$ cat src/rtl/cms_trace_filter.sv
// cms_trace_filter
//
// Front stage of the continuous monitoring system. Watches the CPU retirement trace and
// forwards only instructions that carry control-flow information (control-flow
// instructions, their targets, sync points and optional periodic resync points) as
// {instr, pc} packets over a single-entry valid/ready register. Packets that arrive while
// the register is full and not being drained are dropped and flagged by a sticky overflow.
//
// Optional feature macro: CMS_TRACE_RESYNC_EN
//   defined   -> resync counter forces a packet after RESYNC_TIMER_RESET_VALUE consecutive
//                suppressed instructions
//   undefined -> no counter; only CF, target and sync rules forward instructions
//
// Ports:
//   clk        in   single clock, rising edge
//   rst_n      in   synchronous active-low reset
//   en         in   filtering enable; trace inputs ignored while low
//   in_valid   in   one retired instruction this cycle
//   in_pc      in   PC of the retired instruction
//   in_instr   in   instruction word (compressed forms in [15:0])
//   out_valid  out  packet register holds a packet
//   out_ready  in   downstream accepts the packet this cycle
//   out_pkt    out  {instr, pc}
//   overflow   out  sticky: a packet was dropped since reset

module cms_trace_filter #(
   parameter int unsigned XLEN                     = 64,
   parameter int unsigned INSTR_WIDTH              = 32,
   parameter int unsigned PKT_WIDTH                = INSTR_WIDTH + XLEN,
   parameter int unsigned RESYNC_TIMER_WIDTH       = 8,
   parameter int unsigned RESYNC_TIMER_RESET_VALUE = 10
) (
   input  logic                   clk,
   input  logic                   rst_n,
   input  logic                   en,
   input  logic                   in_valid,
   input  logic [XLEN-1:0]        in_pc,
   input  logic [INSTR_WIDTH-1:0] in_instr,
   output logic                   out_valid,
   input  logic                   out_ready,
   output logic [PKT_WIDTH-1:0]   out_pkt,
   output logic                   overflow
);

   // Reload value must fit in the counter.
   if (RESYNC_TIMER_RESET_VALUE >= (64'd1 << RESYNC_TIMER_WIDTH)) begin : g_bad_resync_cfg
      $error("RESYNC_TIMER_RESET_VALUE does not fit in RESYNC_TIMER_WIDTH bits");
   end

   logic                 sync_pending_q, sync_pending_d;
   logic                 target_pending_q, target_pending_d;
   logic                 out_valid_q, out_valid_d;
   logic [PKT_WIDTH-1:0] out_pkt_q, out_pkt_d;
   logic                 overflow_q, overflow_d;
   logic                 is_cf;
   logic                 resync_hit;
   logic                 fire;

`ifdef CMS_TRACE_RESYNC_EN
   localparam logic [RESYNC_TIMER_WIDTH-1:0] CntReload =
      RESYNC_TIMER_WIDTH'(RESYNC_TIMER_RESET_VALUE);

   logic [RESYNC_TIMER_WIDTH-1:0] cnt_q, cnt_d;

   assign resync_hit = (cnt_q == '0);

   // The counter only decrements on a suppressed instruction, and a zero count always
   // forwards, so it can never wrap.
   always_comb begin
      cnt_d = cnt_q;
      if (!en) begin
         cnt_d = CntReload;
      end else if (in_valid) begin
         cnt_d = fire ? CntReload : (cnt_q - RESYNC_TIMER_WIDTH'(1));
      end
   end

   always_ff @(posedge clk) begin
      if (!rst_n) begin
         cnt_q <= CntReload;
      end else begin
         cnt_q <= cnt_d;
      end
   end
`else
   assign resync_hit = 1'b0;
`endif

   // Control-flow decode for uncompressed and compressed encodings.
   always_comb begin
      is_cf = 1'b0;
      unique case (in_instr[1:0])
         2'b11: begin
            is_cf = (in_instr[6:0] == 7'b1100011) ||
                    (in_instr[6:0] == 7'b1101111) ||
                    (in_instr[6:0] == 7'b1100111);
         end
         2'b01: begin
            is_cf = (in_instr[15:14] == 2'b11) || (in_instr[15:13] == 3'b101);
         end
         2'b10: begin
            // c.jr / c.jalr; rs1 = 0 is reserved / c.ebreak, rs2 != 0 is c.mv / c.add.
            is_cf = (in_instr[15:13] == 3'b100) && (in_instr[6:2] == 5'd0) &&
                    (in_instr[11:7] != 5'd0);
         end
         default: is_cf = 1'b0;
      endcase
   end

   assign fire = en && in_valid && (is_cf || target_pending_q || sync_pending_q || resync_hit);

   always_comb begin
      sync_pending_d   = sync_pending_q;
      target_pending_d = target_pending_q;
      out_valid_d      = out_valid_q;
      out_pkt_d        = out_pkt_q;
      overflow_d       = overflow_q;

      // Holding sync set for the whole disabled period makes the first instruction after
      // any 0->1 edge of en a sync point without needing an edge detector.
      if (!en) begin
         sync_pending_d   = 1'b1;
         target_pending_d = 1'b0;
      end else if (fire) begin
         sync_pending_d   = 1'b0;
         target_pending_d = is_cf;
      end

      // Filter state above advances even when the packet itself is dropped.
      if (fire) begin
         if (!out_valid_q || out_ready) begin
            out_valid_d = 1'b1;
            out_pkt_d   = {in_instr, in_pc};
         end else begin
            overflow_d  = 1'b1;
         end
      end else if (out_ready) begin
         out_valid_d = 1'b0;
      end
   end

   always_ff @(posedge clk) begin
      if (!rst_n) begin
         sync_pending_q   <= 1'b1;
         target_pending_q <= 1'b0;
         out_valid_q      <= 1'b0;
         out_pkt_q        <= '0;
         overflow_q       <= 1'b0;
      end else begin
         sync_pending_q   <= sync_pending_d;
         target_pending_q <= target_pending_d;
         out_valid_q      <= out_valid_d;
         out_pkt_q        <= out_pkt_d;
         overflow_q       <= overflow_d;
      end
   end

   assign out_valid = out_valid_q;
   assign out_pkt   = out_pkt_q;
   assign overflow  = overflow_q;

endmodule

$ cat config.mk
export PLATFORM = sky130hd
export DESIGN_NAME = cms_trace_filter
export DESIGN_NICKNAME = d
export VERILOG_FILES = /design/src/rtl/cms_trace_filter.sv
export SDC_FILE = /design/constraint.sdc
export NUM_CORES = 1
export LEC_CHECK = 0
export CORE_AREA = 4 4 136 138
export DETAILED_ROUTE_END_ITERATION = 12
export DIE_AREA = 0 0 140 142
export SYNTH_ARGS = -nofsm -noshare
export SYNTH_HDL_FRONTEND = slang
export SYNTH_SLANG_ARGS = --single-unit
export TNS_END_PERCENT = 20
$ cat constraint.sdc
create_clock -name clk -period 4.1 [get_ports clk]
set_input_delay 0.615 -clock clk [delete_from_list [all_inputs] [get_ports clk]]
set_output_delay 0.615 -clock clk [all_outputs]
set_load 0.02 [all_outputs]
==> results of run 1 <==
## worst max-delay path: cells and delay by family
family | cells | cell delay (ns)
AOI/OAI and AO/OA | 2 | 0.37
buffers and inverters | 2 | 0.95
muxes | 1 | 0.25
and+or+nand+nor | 2 | 0.63
## layout make-up
cell class | count | area [um2] | area share, %
timing repair buffer | 202 | 2030 | 31.1
tap | 225 | 282 | 4.32
multi-input combinational | 311 | 1870 | 28.7
clock inverter | 3 | 67.6 | 1.04
inverter | 1 | 3.75 | 0.0576
sequential | 100 | 2000 | 30.7
clock buffer | 13 | 270 | 4.15
## power breakdown
| part | internal, mW | switching, mW | leakage (nW) |
|---|---|---|---|
| clock | 0.585 | 0.363 | 0.162 |
| sequential | 1.02 | 0.0272 | 0.817 |
| combinational | 0.223 | 0.193 | 1.44 |
| total | 1.83 | 0.583 | 2.42 |
## Yosys cell counts
cell / instances
nor4b_2: 1
nor4_1: 1
dfxtp_1: 100
or4_4: 1
buf_8: 4
o21a_1: 2
nor2_1: 2
and4b_1: 1
o21ai_4: 1
buf_4: 5
buf_6: 2
nand3_1: 2
o211ai_1: 3
nor2b_1: 2
nand2_1: 193
nor4_2: 1
clkbuf_1: 22
a211oi_2: 1
inv_1: 1
a21oi_1: 2
a31oi_1: 1
nor4b_1: 1
mux2i_1: 96
## per-layer routing
layer / GRT usage [%] / up-vias / wire length (um)
met2: 18.2 / 142 / 5040
li1: - / 1803 / -
met5: 0 / - / 0
met3: 4.74 / 14 / 1090
met1: 14.2 / 1629 / 5300
met4: 4.28 / 0 / 174
## flip-flops by register name (all words and copies together), names as in the netlist
name and flops:
out_pkt 96, out_valid 1, overflow 1, sync_pending_q 1, target_pending_q 1
## logic make-up after synthesis
group	count (synthesis)
AOI/OAI and AO/OA	10
buffers and inverters	34
DFF	100
muxes	96
and+or+nand+nor	205
## path summary, 6_finish.rpt
check / from / end / slack [ns]
max reg2reg: target_pending_q$_SDFFE_PN0P_ / out_pkt[30]$_SDFFE_PN0P_ / 2.49
min: out_pkt[83]$_SDFFE_PN0P_ / out_pkt[83]$_SDFFE_PN0P_ / 0.45
min reg2reg: out_pkt[83]$_SDFFE_PN0P_ / out_pkt[83]$_SDFFE_PN0P_ / 0.45
max: in_instr[2] / out_pkt[27]$_SDFFE_PN0P_ / 1.49
==> impl_metrics.tcl, run 1 <==
set metrics [dict create \
    status "finished, final reports clean" \
    hold_path.class "register to register" \
    maxCapViolCount 0 \
    synth_area_per_cell_um2 9.15 \
    fin_crit_sh_pct 63.7 \
    cts_resized 0 \
    p_total_mw 2.41 \
    drtPass1Iterations 7 \
    synth_compound_area_share_pct 2.03 \
    portBuffers 198 \
    cp_slowest_stage_delay_ns 0.50 \
    fin_ws_ns 1.49 \
    path_class "input port to register" \
    p_per_area_nw_per_um2 370 \
    rsz0062_at_grt "no" \
    die_area_um2 19900 \
    finish.utilization_pct 38.0 \
    final_common_cell "clkdlybuf4s50_1" \
    hold_violations 0 \
    insertedDiodeCount 0 \
    final_cell_count_no_fill 855 \
    clk_pin_slew_worst_paths_ns 0.07 \
    cts_buffer_depth 2 \
    yosysWarnings 0 \
    synthAdderAreaFrac_pct 0 \
    synth-seq-cells 100 \
    start_util_pct 23.7 \
    relSlewSlack_pct 45.5 \
    syn_to_final_growth_pct 60.2 \
    cts_inserted_buffers 9 \
    yosys.area.top_type "dfxtp_1" \
    synthXorXnorAreaFrac_pct 0 \
    cts_tree "done" \
    clock_latency_ns 0.34 \
    antenna_found_initial 0 \
    synth.distinct_cells 23 \
    wl_mm 11.6 \
    cp.arrival_ns 2.88 \
    vdd_drop_max_uv 226 \
    grt_max_degree 124 \
    post-cts-setup-buffer-count 0 \
    yosys.area.top_type_share_pct 49.2 \
    crit_chain "clkdlybuf4s50_1 -> nor4b_1 -> and4b_1 -> o21ai_4 -> a211oi_4 -> buf_12 -> mux2i_1" \
    io_pins 199 \
    synth_mux_area_share_pct 23.6 \
    p_leak_nw 2.42 \
    yosys.area_share.simple_pct 20.1 \
    cp-start-kind "input port" \
    coreArea_um2 17200 \
    hold_path_depth 2 \
    place_area_um2 6180 \
    grt_pass1_wl_mm 18.7 \
    syn_nets 546 \
    seq_area_frac_synth_pct 49.2 \
    grt_overflow 0 \
    skew_ns 0.00584 \
    cts-htree-levels 3 \
    num_rows 48 \
    routedWlPerCell_um 13.6 \
    worstSetupEndpointType "register" \
    fill_cells 1740 \
    syn_area_um2 4070 \
    fmax_mhz 383 \
    grt_pass1_vias 3698 \
    pre_cts_slack_ns 1.12 \
    cts-root-buf "clkbuf_16" \
    drc 0 \
    fin_nets 726 \
    dieHeight_um 142 \
    cp.required_ns 4.37 \
    cts_sinks 100 \
    crit_path_top_delay_cell "clkdlybuf4s50_1" \
    hold_buffers 0 \
    cp_max_fo 71 \
    drt_iter0_drc 112 \
    vias 3588 \
    hold-worst-slack_ns 0.455 \
    synth_top_family_by_area "multiplexers" \
    setup_tns_ns 0 \
    finalSetupViolCount 0 \
    post-route-min-period_ns 2.61 \
    grt.total_usage_pct 11.5 \
    tightest_slew_ns 0.818 \
    synthTopCellsByArea "dfxtp_1 (49%), mux2i_1 (24%), nand2_1 (18%)" \
    viasPerCell 4.20 \
    synth_cells 445 \
    drive_gt1_share_pct 3.97 \
    slew_viol_final 0 \
    routabilityCongestion 0.742 \
    die_w_um 140 \
    ff2ff_path_depth 4 \
    hpwl_mm 8.50 \
    final_cell_mix "clkdlybuf4s50_1 (197), nand2_1 (193), dfxtp_1 (100), mux2i_1 (96), clkbuf_16 (9)" \
    dp_cells 839 \
    ant_nets 0 \
    fin_area_um2 6520 \
]
(Power assumes the default switching activity.)
==> run 2, diff against run 1 <==
clock period = 2.1 ns   (was 4.1 ns; I/O delays follow)
==> impl_metrics.tcl, run 2 (synthesis results as in run 1) <==
set metrics [dict create \
    post-route-min-period_ns 2.04 \
    hold_violations 0 \
    start_util_pct 23.7 \
    seqCellArea_um2 2000 \
    hold_path_depth 3 \
    reg2reg_to "out_pkt[53]$_SDFFE_PN0P_" \
    min_to "out_pkt[78]$_SDFFE_PN0P_" \
    cts-root-buf "clkbuf_16" \
    final_cell_mix "nand2_1 (193), clkdlybuf4s50_1 (191), dfxtp_1 (100), mux2i_1 (94), clkbuf_16 (16)" \
    final_common_cell "nand2_1" \
    cts_sinks 100 \
    syn_to_final_growth_pct 71.5 \
    antenna_found_initial 1 \
    fmax_mhz 490 \
    largest_register_ffs 96 \
    pre_cts_slack_ns -0.418 \
    skew_ns 0.00483 \
    p_total_mw 4.79 \
    cp_max_fo 9 \
    r2r_slack_ns 0.51 \
    slew_viol_final 0 \
    maxCapViolCount 0 \
    num_rows 48 \
    path_class "input port to register" \
    min-delay-start "in_instr[14]" \
    cp_slowest_stage_delay_ns 0.45 \
    drive_gt1_share_pct 8.68 \
    io_pins 199 \
    r2r_start "target_pending_q$_SDFFE_PN0P_" \
    p_leak_nw 2.69 \
    relSlewSlack_pct 72.2 \
    routabilityCongestion 0.772 \
    grt.total_usage_pct 11.7 \
    insertedDiodeCount 0 \
    grt_pass1_vias 3617 \
    cp-start-kind "input port" \
    viasPerCell 4.21 \
    portBuffers 198 \
    worstSetupEndpointType "register" \
    grt_overflow 0 \
    clock_latency_ns 0.34 \
    tightest_slew_ns 0.413 \
    coreArea_um2 17200 \
    drtPass1Iterations 4 \
    cp.required_ns 2.37 \
    multiInputGateArea_um2 1890 \
    rsz0062_at_grt "no" \
    crit_chain "clkdlybuf4s50_1 -> nor4_1 -> and4b_2 -> o21ai_4 -> a211oi_4 -> buf_4 -> buf_12 -> clkbuf_16 -> mux2i_1" \
    drc 0 \
    crit_path_top_delay_cell "clkdlybuf4s50_1" \
    vias 3712 \
    routedWlPerCell_um 14.7 \
    dieHeight_um 142 \
    cts_inserted_buffers 9 \
    grt_max_degree 61 \
    hold_buffers 0 \
    vdd_drop_max_uv 360 \
    wl_mm 12.9 \
    clk_pin_slew_worst_paths_ns 0.07 \
    setup_tns_ns 0 \
    hold_path.class "input port to register" \
    die_w_um 140 \
    fin_crit_sh_pct 97.1 \
    finalSetupViolCount 0 \
    cts_buffer_depth 2 \
    cp.arrival_ns 2.30 \
    ff2ff_path_depth 6 \
    cts-htree-levels 3 \
    fin_ws_ns 0.0611 \
    drt_iter0_drc 109 \
    fill_cells 1700 \
    ant_nets 0 \
    status "finished, final reports clean" \
    cts_tree "done" \
    fin_nets 753 \
    p_per_area_nw_per_um2 687 \
    hpwl_mm 8.95 \
    die_area_um2 19900 \
    grt_pass1_wl_mm 18.7 \
]
## run 2: worst max path at each step
stage	endpoint	start	depth (start not counted)	slack, ns
floorplan	out_pkt[25]$_SDFFE_PN0P_	in_instr[2]	8	0.33
global placement	out_pkt[28]$_SDFFE_PN0P_	in_instr[5]	8	-0.33
detailed placement	out_pkt[32]$_SDFFE_PN0P_	in_instr[5]	8	-0.42
CTS	out_pkt[32]$_SDFFE_PN0P_	in_instr[2]	8	-0.0003
global route	out_pkt[43]$_SDFFE_PN0P_	in_instr[13]	9	0.005
finish	out_pkt[53]$_SDFFE_PN0P_	in_instr[13]	9	0.06
## run 2: per-stage QoR
stage / instance area (um2) / hold slack (ns) / cells / utilization (%)
2_1_floorplan: 4070 / 0.416 / 445 / -
3_3_place_gp: 6350 / 0.441 / 853 / 37.0
3_5_place_dp: 6350 / 0.448 / 853 / 37.0
4_1_cts: 6680 / 0.372 / 869 / 38.9
5_1_grt: 6980 / 0.309 / 882 / 40.6
6_report: 6980 / 0.304 / 882 / 40.6
## run 2: critical path: cells and delay by family
kind | cells | cell delay (ns)
AOI/OAI and AO/OA | 2 | 0.33
buffers and inverters | 4 | 0.92
muxes | 1 | 0.20
and+or+nand+nor | 2 | 0.52
## run 2: report_power, final
group / internal [mW] / switching [mW]
registers: 2.00 / 0.0537
clock network: 1.08 / 0.738
logic: 0.520 / 0.408
total: 3.59 / 1.20
## run 2: repair_timing
action                                  in CTS  in global routing
gates resized for setup                      2                 21
setup buffers                                0                  3
endpoints found under the setup margin      42                 93
hold endpoints to repair                     0                  0
pin swaps                                    0                  3
gates cloned                                 0                 10
## run 2: layout make-up
type,instances,area share [%]
repair buffers,229,35.4
multi-input cells,311,27.1
flip-flops and latches,100,28.7
inverters,1,0.0538
clock buffers,10,3.42
well taps,225,4.03
clock inverters,6,1.25
## run 2: per-layer routing
layer / track usage (%) / share of wire (%) / up-vias
met1: 14.6 / 44 / 1679
met5: 0 / 0.054 / -
met2: 17.9 / 45 / 153
li1: - / - / 1863
met4: 4.44 / 1.5 / 2
met3: 5.14 / 9.6 / 15
==> run 3, diff against run 2 <==
CAP_MARGIN = 5   (was not set)
==> results of run 3 <==
Same layout as run 2: the final DEF is identical, and so are final timing and power.
